--- config.mk ---
export PLATFORM = sky130hd
export DESIGN_NAME = frame_loader
export DESIGN_NICKNAME = d
export VERILOG_FILES = /design/src/rtl/frame_loader.sv
export SDC_FILE = /design/constraint.sdc
export NUM_CORES = 1
export LEC_CHECK = 0
export CAP_MARGIN = 40
export CORE_MARGIN = 4
export CORE_UTILIZATION = 55
export CTS_CLUSTER_SIZE = 40
export DETAILED_ROUTE_END_ITERATION = 12
export PLACE_DENSITY = 0.89
export SLEW_MARGIN = 20
export SYNTH_ARGS = -nofsm -noshare
export SYNTH_HDL_FRONTEND = slang
export SYNTH_SLANG_ARGS = --single-unit
--- constraint.sdc ---
create_clock -name clk -period 5.05 [get_ports clk]
set_input_delay 1.515 -clock clk [delete_from_list [all_inputs] [get_ports clk]]
set_output_delay 1.515 -clock clk [all_outputs]
set_load 0.03 [all_outputs]
--- src/rtl/frame_loader.sv ---
// Byte-stream RGB565 frame writer for the dual-bank buffer read by led_output.
// Define FRAME_LOADER_CHECKSUM_EN to require a trailing modulo-256 frame checksum.
module frame_loader #(
    parameter int MATRIX_HEIGHT = 32,
    parameter int MATRIX_WIDTH  = 64,
    localparam int BANK_SIZE    = (MATRIX_HEIGHT * MATRIX_WIDTH) / 2,
    localparam int AW           = $clog2(BANK_SIZE)
) (
    input  logic          clk,
    input  logic          rst_n,
    input  logic          sof,
    input  logic          in_valid,
    input  logic [7:0]    in_data,
    output logic          in_ready,
    output logic          bank0_wen,
    output logic          bank1_wen,
    output logic [AW-1:0] w_addr,
    output logic [15:0]   w_data,
    output logic          go,
    output logic          busy,
    output logic          frame_err
);

    localparam int HALF = MATRIX_HEIGHT / 2;
    localparam int XW   = $clog2(MATRIX_WIDTH);
    localparam int YW   = $clog2(MATRIX_HEIGHT);

    localparam logic [XW-1:0] X_LAST = XW'(MATRIX_WIDTH - 1);
    localparam logic [YW-1:0] Y_LAST = YW'(MATRIX_HEIGHT - 1);
    localparam logic [YW-1:0] Y_HALF = YW'(HALF);

`ifdef FRAME_LOADER_CHECKSUM_EN
    typedef enum logic [2:0] {
        IDLE, HI, LO, DONE, CHK
    } state_t;
`else
    typedef enum logic [1:0] {
        IDLE, HI, LO, DONE
    } state_t;
`endif

    state_t        state;
    logic [XW-1:0] x;
    logic [YW-1:0] y;
    logic [7:0]    hi_byte;
    logic          accept;
    logic          top;
    logic          last_px;
    logic [YW-1:0] y_row;
    logic [AW-1:0] addr_c;

    assign accept   = in_valid && in_ready;
    assign in_ready = (state != DONE);
    assign busy     = (state != IDLE);

    assign top     = (y < Y_HALF);
    assign y_row   = top ? y : y - Y_HALF;
    assign addr_c  = AW'(y_row) * AW'(MATRIX_WIDTH) + AW'(x);
    assign last_px = (x == X_LAST) && (y == Y_LAST);

`ifdef FRAME_LOADER_CHECKSUM_EN
    logic [7:0] sum;
`else
    assign frame_err = 1'b0;
`endif

    always_ff @(posedge clk or negedge rst_n) begin
        if (!rst_n) begin
            state     <= IDLE;
            x         <= '0;
            y         <= '0;
            hi_byte   <= '0;
            bank0_wen <= 1'b0;
            bank1_wen <= 1'b0;
            w_addr    <= '0;
            w_data    <= '0;
            go        <= 1'b0;
`ifdef FRAME_LOADER_CHECKSUM_EN
            sum       <= '0;
            frame_err <= 1'b0;
`endif
        end else begin
            bank0_wen <= 1'b0;
            bank1_wen <= 1'b0;
            go        <= 1'b0;
            // An accepted sof byte always restarts as the high byte of pixel 0
            if (accept && sof) begin
                hi_byte <= in_data;
                x       <= '0;
                y       <= '0;
                state   <= LO;
`ifdef FRAME_LOADER_CHECKSUM_EN
                sum       <= in_data;
                frame_err <= 1'b0;
`endif
            end else begin
                unique case (state)
                    IDLE: ;
                    HI: begin
                        if (accept) begin
                            hi_byte <= in_data;
                            state   <= LO;
`ifdef FRAME_LOADER_CHECKSUM_EN
                            sum <= sum + in_data;
`endif
                        end
                    end
                    LO: begin
                        if (accept) begin
                            w_data    <= {hi_byte, in_data};
                            w_addr    <= addr_c;
                            bank0_wen <= top;
                            bank1_wen <= !top;
`ifdef FRAME_LOADER_CHECKSUM_EN
                            sum <= sum + in_data;
`endif
                            if (x == X_LAST) begin
                                x <= '0;
                                y <= y + 1'b1;
                            end else begin
                                x <= x + 1'b1;
                            end
`ifdef FRAME_LOADER_CHECKSUM_EN
                            state <= last_px ? CHK : HI;
`else
                            state <= last_px ? DONE : HI;
`endif
                        end
                    end
                    DONE: begin
                        go    <= 1'b1;
                        state <= IDLE;
                    end
`ifdef FRAME_LOADER_CHECKSUM_EN
                    CHK: begin
                        if (accept) begin
                            go        <= (in_data == sum);
                            frame_err <= (in_data != sum);
                            state     <= IDLE;
                        end
                    end
`endif
                    default: state <= IDLE;
                endcase
            end
        end
    end

endmodule

* Yosys cells after proc, flatten, opt, wreduce, memory -nomap -nowiden
Index checks and enable logic that the tools add are counted.
** Storage, ports and cells
- Register bits after elaboration :: 50
- Bits in latches :: 0
- RAM bits :: 0
- Bits in read-only memories :: 0
- Output and inout bits :: 32
- Memories :: 0
** Cells by class
- Add/sub/neg operators :: 4
- Multiply operators :: 0
- Divide/modulo/power cells :: 0
- Magnitude comparators :: 1
- Equal/unequal tests :: 8
- Shift-type cells :: 0
- Muxes and demuxes :: 25
- Bitwise logic cells :: 1
- Reductions and logical operators :: 15
** Operators with widths (count)
- $mux 6 :: 4
- $mux 8 :: 3
- $mux 5 :: 4
- $add 10x6->10 :: 1
- $reduce_bool 2->1 :: 5
- $reduce_and 3->1 :: 3
- $mux 1 :: 8
- $mux 2 :: 4
- $add 6x1->6 const B :: 1
- $eq 6x6->1 const B :: 1
- $ne 3x3->1 const B :: 2
- $pmux 2 s3 :: 1
- $add 5x1->5 const B :: 1
- $eq 5x5->1 const B :: 1
- $lt 5x5->1 const B :: 1
- $eq 2x2->1 const B :: 2
- $mux 4 :: 1
- $reduce_and 2->1 :: 2
- $reduce_bool 4->1 :: 1
- $sub 4x1->4 const B :: 1
- $logic_and 1x1->1 :: 3
- $eq 2x1->1 const B :: 1
- $ne 2x2->1 const B :: 1
- $logic_not 1->1 :: 1
- $not 1->1 :: 1

* Depth between registers and ports, before layout
- Depth after elaboration :: 6
- Mapped depth :: 7
- Gate-level depth less buffers :: 6

* Least setup slack after synthesis
OpenSTA, ideal clock, no wires.
- Kind :: input to register
- Start point :: in in_valid
- End point :: reg w_data[2]
- Arrival :: 2.565 ns
- Data required time :: 4.925 ns
- Slack :: 2.360 ns
- Stages :: 5
- Path buffers :: 2
- Cells stage by stage :: buf_4 -> nand3_1 -> nor2_2 -> buf_4 -> mux2_2
** On the way
- Longest elaborated chain between the ends :: 4
** RTL lines
- start: declaration :: RTL line 12 : input logic in_valid,
- $logic_and 1x1->1 * :: RTL line 52 : assign accept = in_valid && in_ready;
- $logic_and 1x1->1 :: RTL line 87 : if (accept && sof) begin
- $not 1->1 (no source line)
- $reduce_and 3->1 (no source line) *
- end signal: assignment :: RTL line 110 : w_data <= {hi_byte, in_data};
- end: declaration :: RTL line 18 : output logic [15:0] w_data,
Mark *: on every way between the ends. The rest lies on a longest branch, timed or not.
A chain may end at the register's enable or synchronous reset.

* Worst setup path in the final report
- Start point :: in sof
- End point :: reg y[0]
** On the way
- Longest elaborated chain between the ends :: 3
- Elaborated cells on any way between the ends :: 6
- Those cells by class :: 1 x mux; 5 x reduce/logical
** RTL lines
- start: declaration :: RTL line 11 : input logic sof,
- $logic_and 1x1->1 * :: RTL line 87
- $reduce_bool 2->1 (no source line)
- $reduce_and 3->1 (no source line)
- end signal: assignment :: RTL line 119 : y <= y + 1'b1;
- end: declaration :: RTL line 44 : logic [YW-1:0] y;
Marked as above.

==> summary.txt <==
Synthesis
  • Compound-Gate Fraction of Synth Area: 7.88%
  • Flops & latches, synth: 50
  • Synth Flop Type: dfrtp_1
  • Average cell area after synthesis: 12.8 um2
  • Post-synth EDFFs: 0
  • Post-synthesis xor/xnor area fraction: 0%
  • Synth cell types: 35
  • Synth Cell Area: 2220 um2
  • Most common cell in the synthesized netlist: dfrtp_1
  • Yosys top cell area share: 56.3%
  • Largest area contributor in the netlist: dfrtp_1
  • Post-synth top cells: dfrtp_1 (50), mux2_2 (36), ha_1 (8)
  • Largest family of logic cells by synthesized area: multiplexers
  • Register area share after synthesis: 56.3%
  • Main area contributors after synthesis: dfrtp_1 (56%), mux2_2 (18%), ha_1 (4.5%)
  • Syn Nets: 194
  • Cell count after synthesis: 174
  • Yosys synthesis warning count: 0
  • Mux cell area share after synthesis: 18.7%
  • Adder-cell area share of the yosys netlist: 4.50%
  • Post-Synth Simple-Gate Area: 9.68%
  • Asr flop ratio synth: 100%

Global routing
  • Met2 global-route usage: 31.8%
  • GRT Util Overall: 19.0%
  • First-pass GRT wire length: 7660 um
  • Busiest grt layer: met2
  • GR Layer Usage met1: 24.5%
  • GRT overflow: 0
  • M3 GR Usage: 4.91%
  • Initial antenna violation count: 0
  • Vias in the first global route: 1568
  • Largest net degree at the start of global routing: 37

Floorplan
  • Die width: 71.6 um
  • Initial Utilization: 58.9%
  • Rows: 22
  • Top-Level Pins: 44
  • Core area: 3770 um2
  • Die Y-Extent: 71.6 um
  • Die area: 5120 um2

Worst setup path
  • Crit Path Class: in -> reg
  • CP Launch Type: input pin
  • Crit-path max FO: 13
  • CP endpoint kind: register
  • CP required: 5230 ps
  • CP arrival: 3510 ps

Routing
  • Vias: 1551
  • Final ANT Viol Nets: 0
  • Iteration-0 DRC Markers: 136
  • Final WL: 4470 um
  • Drt wl/cell: 16.6 um
  • First-pass DRT Iterations: 4
  • Residual DRC count: 0
  • Routed vias/inst: 5.77

Clock tree
  • Worst skew pair latency: 300 ps
  • H-tree depth: 2
  • Post-CTS setup buffers: 0
  • TritonCTS clock tree: done
  • CTS Hold Bufs: 0
  • Clk buf depth: 2
  • Num CTS Buffers: 5
  • CTS root buffer: clkbuf_8
  • Post-CTS sizing: 0
  • Worst-path clk slew: 80 ps
  • Clock net sink count: 50

STA
  • Worst rel slew slack: 48.9%
  • Final period util: 66.0%
  • Final Max Tran Viols: 0
  • Final hold vios: 0
  • Worst clock skew: 8.37 ps
  • Min Tclk post-route: 3330 ps
  • Slew @ Worst Pin: 761 ps
  • # setup viols final: 0
  • Max Freq: 300 MHz
  • RSZ-0062 raised after global routing: no
  • Setup TNS Final: 0 ps

Layout
  • Nets: 240
  • Final core occ: 74.4%
  • Fraction of layout instances using a drive strength above 1: 22.2%
  • Fin cells: 269
  • Area grow syn2layout: 26.2%
  • Diode count: 0

Place
  • Placed insts: 261
  • IO buf count: 42
  • Dpl hpwl: 3210 um
  • RD Place Congestion: 0.801

Outcome
  • Status: finished, final reports clean

Pwr
  • PwrDens: 636 nW/um2
  • Lkg Pwr: 0.00122 uW
  • Max VDD drop: 0.364 mV

Hold path
  • Hold/Removal Path Class: reg -> reg

Flow run
  • Maxcap violations: 0
[worst max-delay path, cell delays in order]
cell and delay, ps:
clkdlybuf4s50_1 540, and2b_1 240, o21ai_1 610, nand2b_1 250, mux2_2 350
[cell families after synthesis]
| kind of cell | count (synthesis) |
|---|---|
| flops | 50 |
| simple gates | 39 |
| mux | 37 |
| compound gates | 27 |
| buf+inv | 12 |
| fa+ha+maj | 8 |
| other cells | 1 |
[layout by cell type (no fill, tap or decap), drive strengths merged, types with 2 or more instances in the layout]
cell type      instances
nand4                  2
nor2                   6
buf                    3
and3                   4
nand2                  6
nand3                  4
a22o                   3
a21oi                  3
clkinvlp               2
a21boi                 2
clkdlybuf4s50         41
nor2b                  2
and2                   2
nand2b                 4
o31ai                  3
clkbuf                 5
nor3                   3
o21ai                 10
ha                     8
mux2                  36
dfrtp                 50
inv                    7
a31oi                  3
[layout make-up]
cell class                      instances  area (um2)
Sequential cell                        50        1250
Fill cell                             242         967
Multi-Input combinational cell        112         910
Timing Repair Buffer                   44         443
Clock buffer                            5        68.8
Tap cell                               48        60.1
Clock inverter                          3        45.0
Inverter                                7        26.3
[flip-flops by register name, summed over array words and instances (netlist names)]
register / cells
state: 2
w_addr: 10
bank0_wen: 1
go: 1
x: 6
w_data: 16
hi_byte: 8
y: 5
bank1_wen: 1
[metrics by stage]
step	cell area (um2)	worst slack, ps	hold slack (ps)	power [uW]
3_3_place_gp	2670	1560	482	1470
5_1_grt	2800	1640	536	1890
3_5_place_dp	2690	1450	492	1520
4_1_cts	2800	1750	511	1800
6_report	2800	1720	510	1780
2_1_floorplan	2220	2360	453	1190
[routing by layer]
layer / vias to the layer above / share of wire [%]
li1: 715 / -
met1: 769 / 41
met2: 61 / 52
met3: 6 / 5.8
met4: 0 / 1.2
met5: - / 0
[report_power, final]
group / leakage, uW / internal, uW / switching, uW
Clock: 0.0000504 / 147 / 126
Combinational: 0.000552 / 386 / 442
Sequential: 0.000619 / 567 / 114
Total: 0.00122 / 1100 / 682
[final timing paths]
kind	start	endpoint	slack, ps	depth (start not counted)
min in group asynchronous	rst_n	w_addr[1]	1120	1
worst max register to register	state[0]	y[0]	2790	6
max in group asynchronous	rst_n	w_data[8]	3430	2
worst min register to register	w_data[2]	w_data[2]	510	1
worst max-delay path	sof	y[0]	1720	5
worst min-delay path	w_data[2]	w_data[2]	510	1
(Power assumes the default switching activity.)
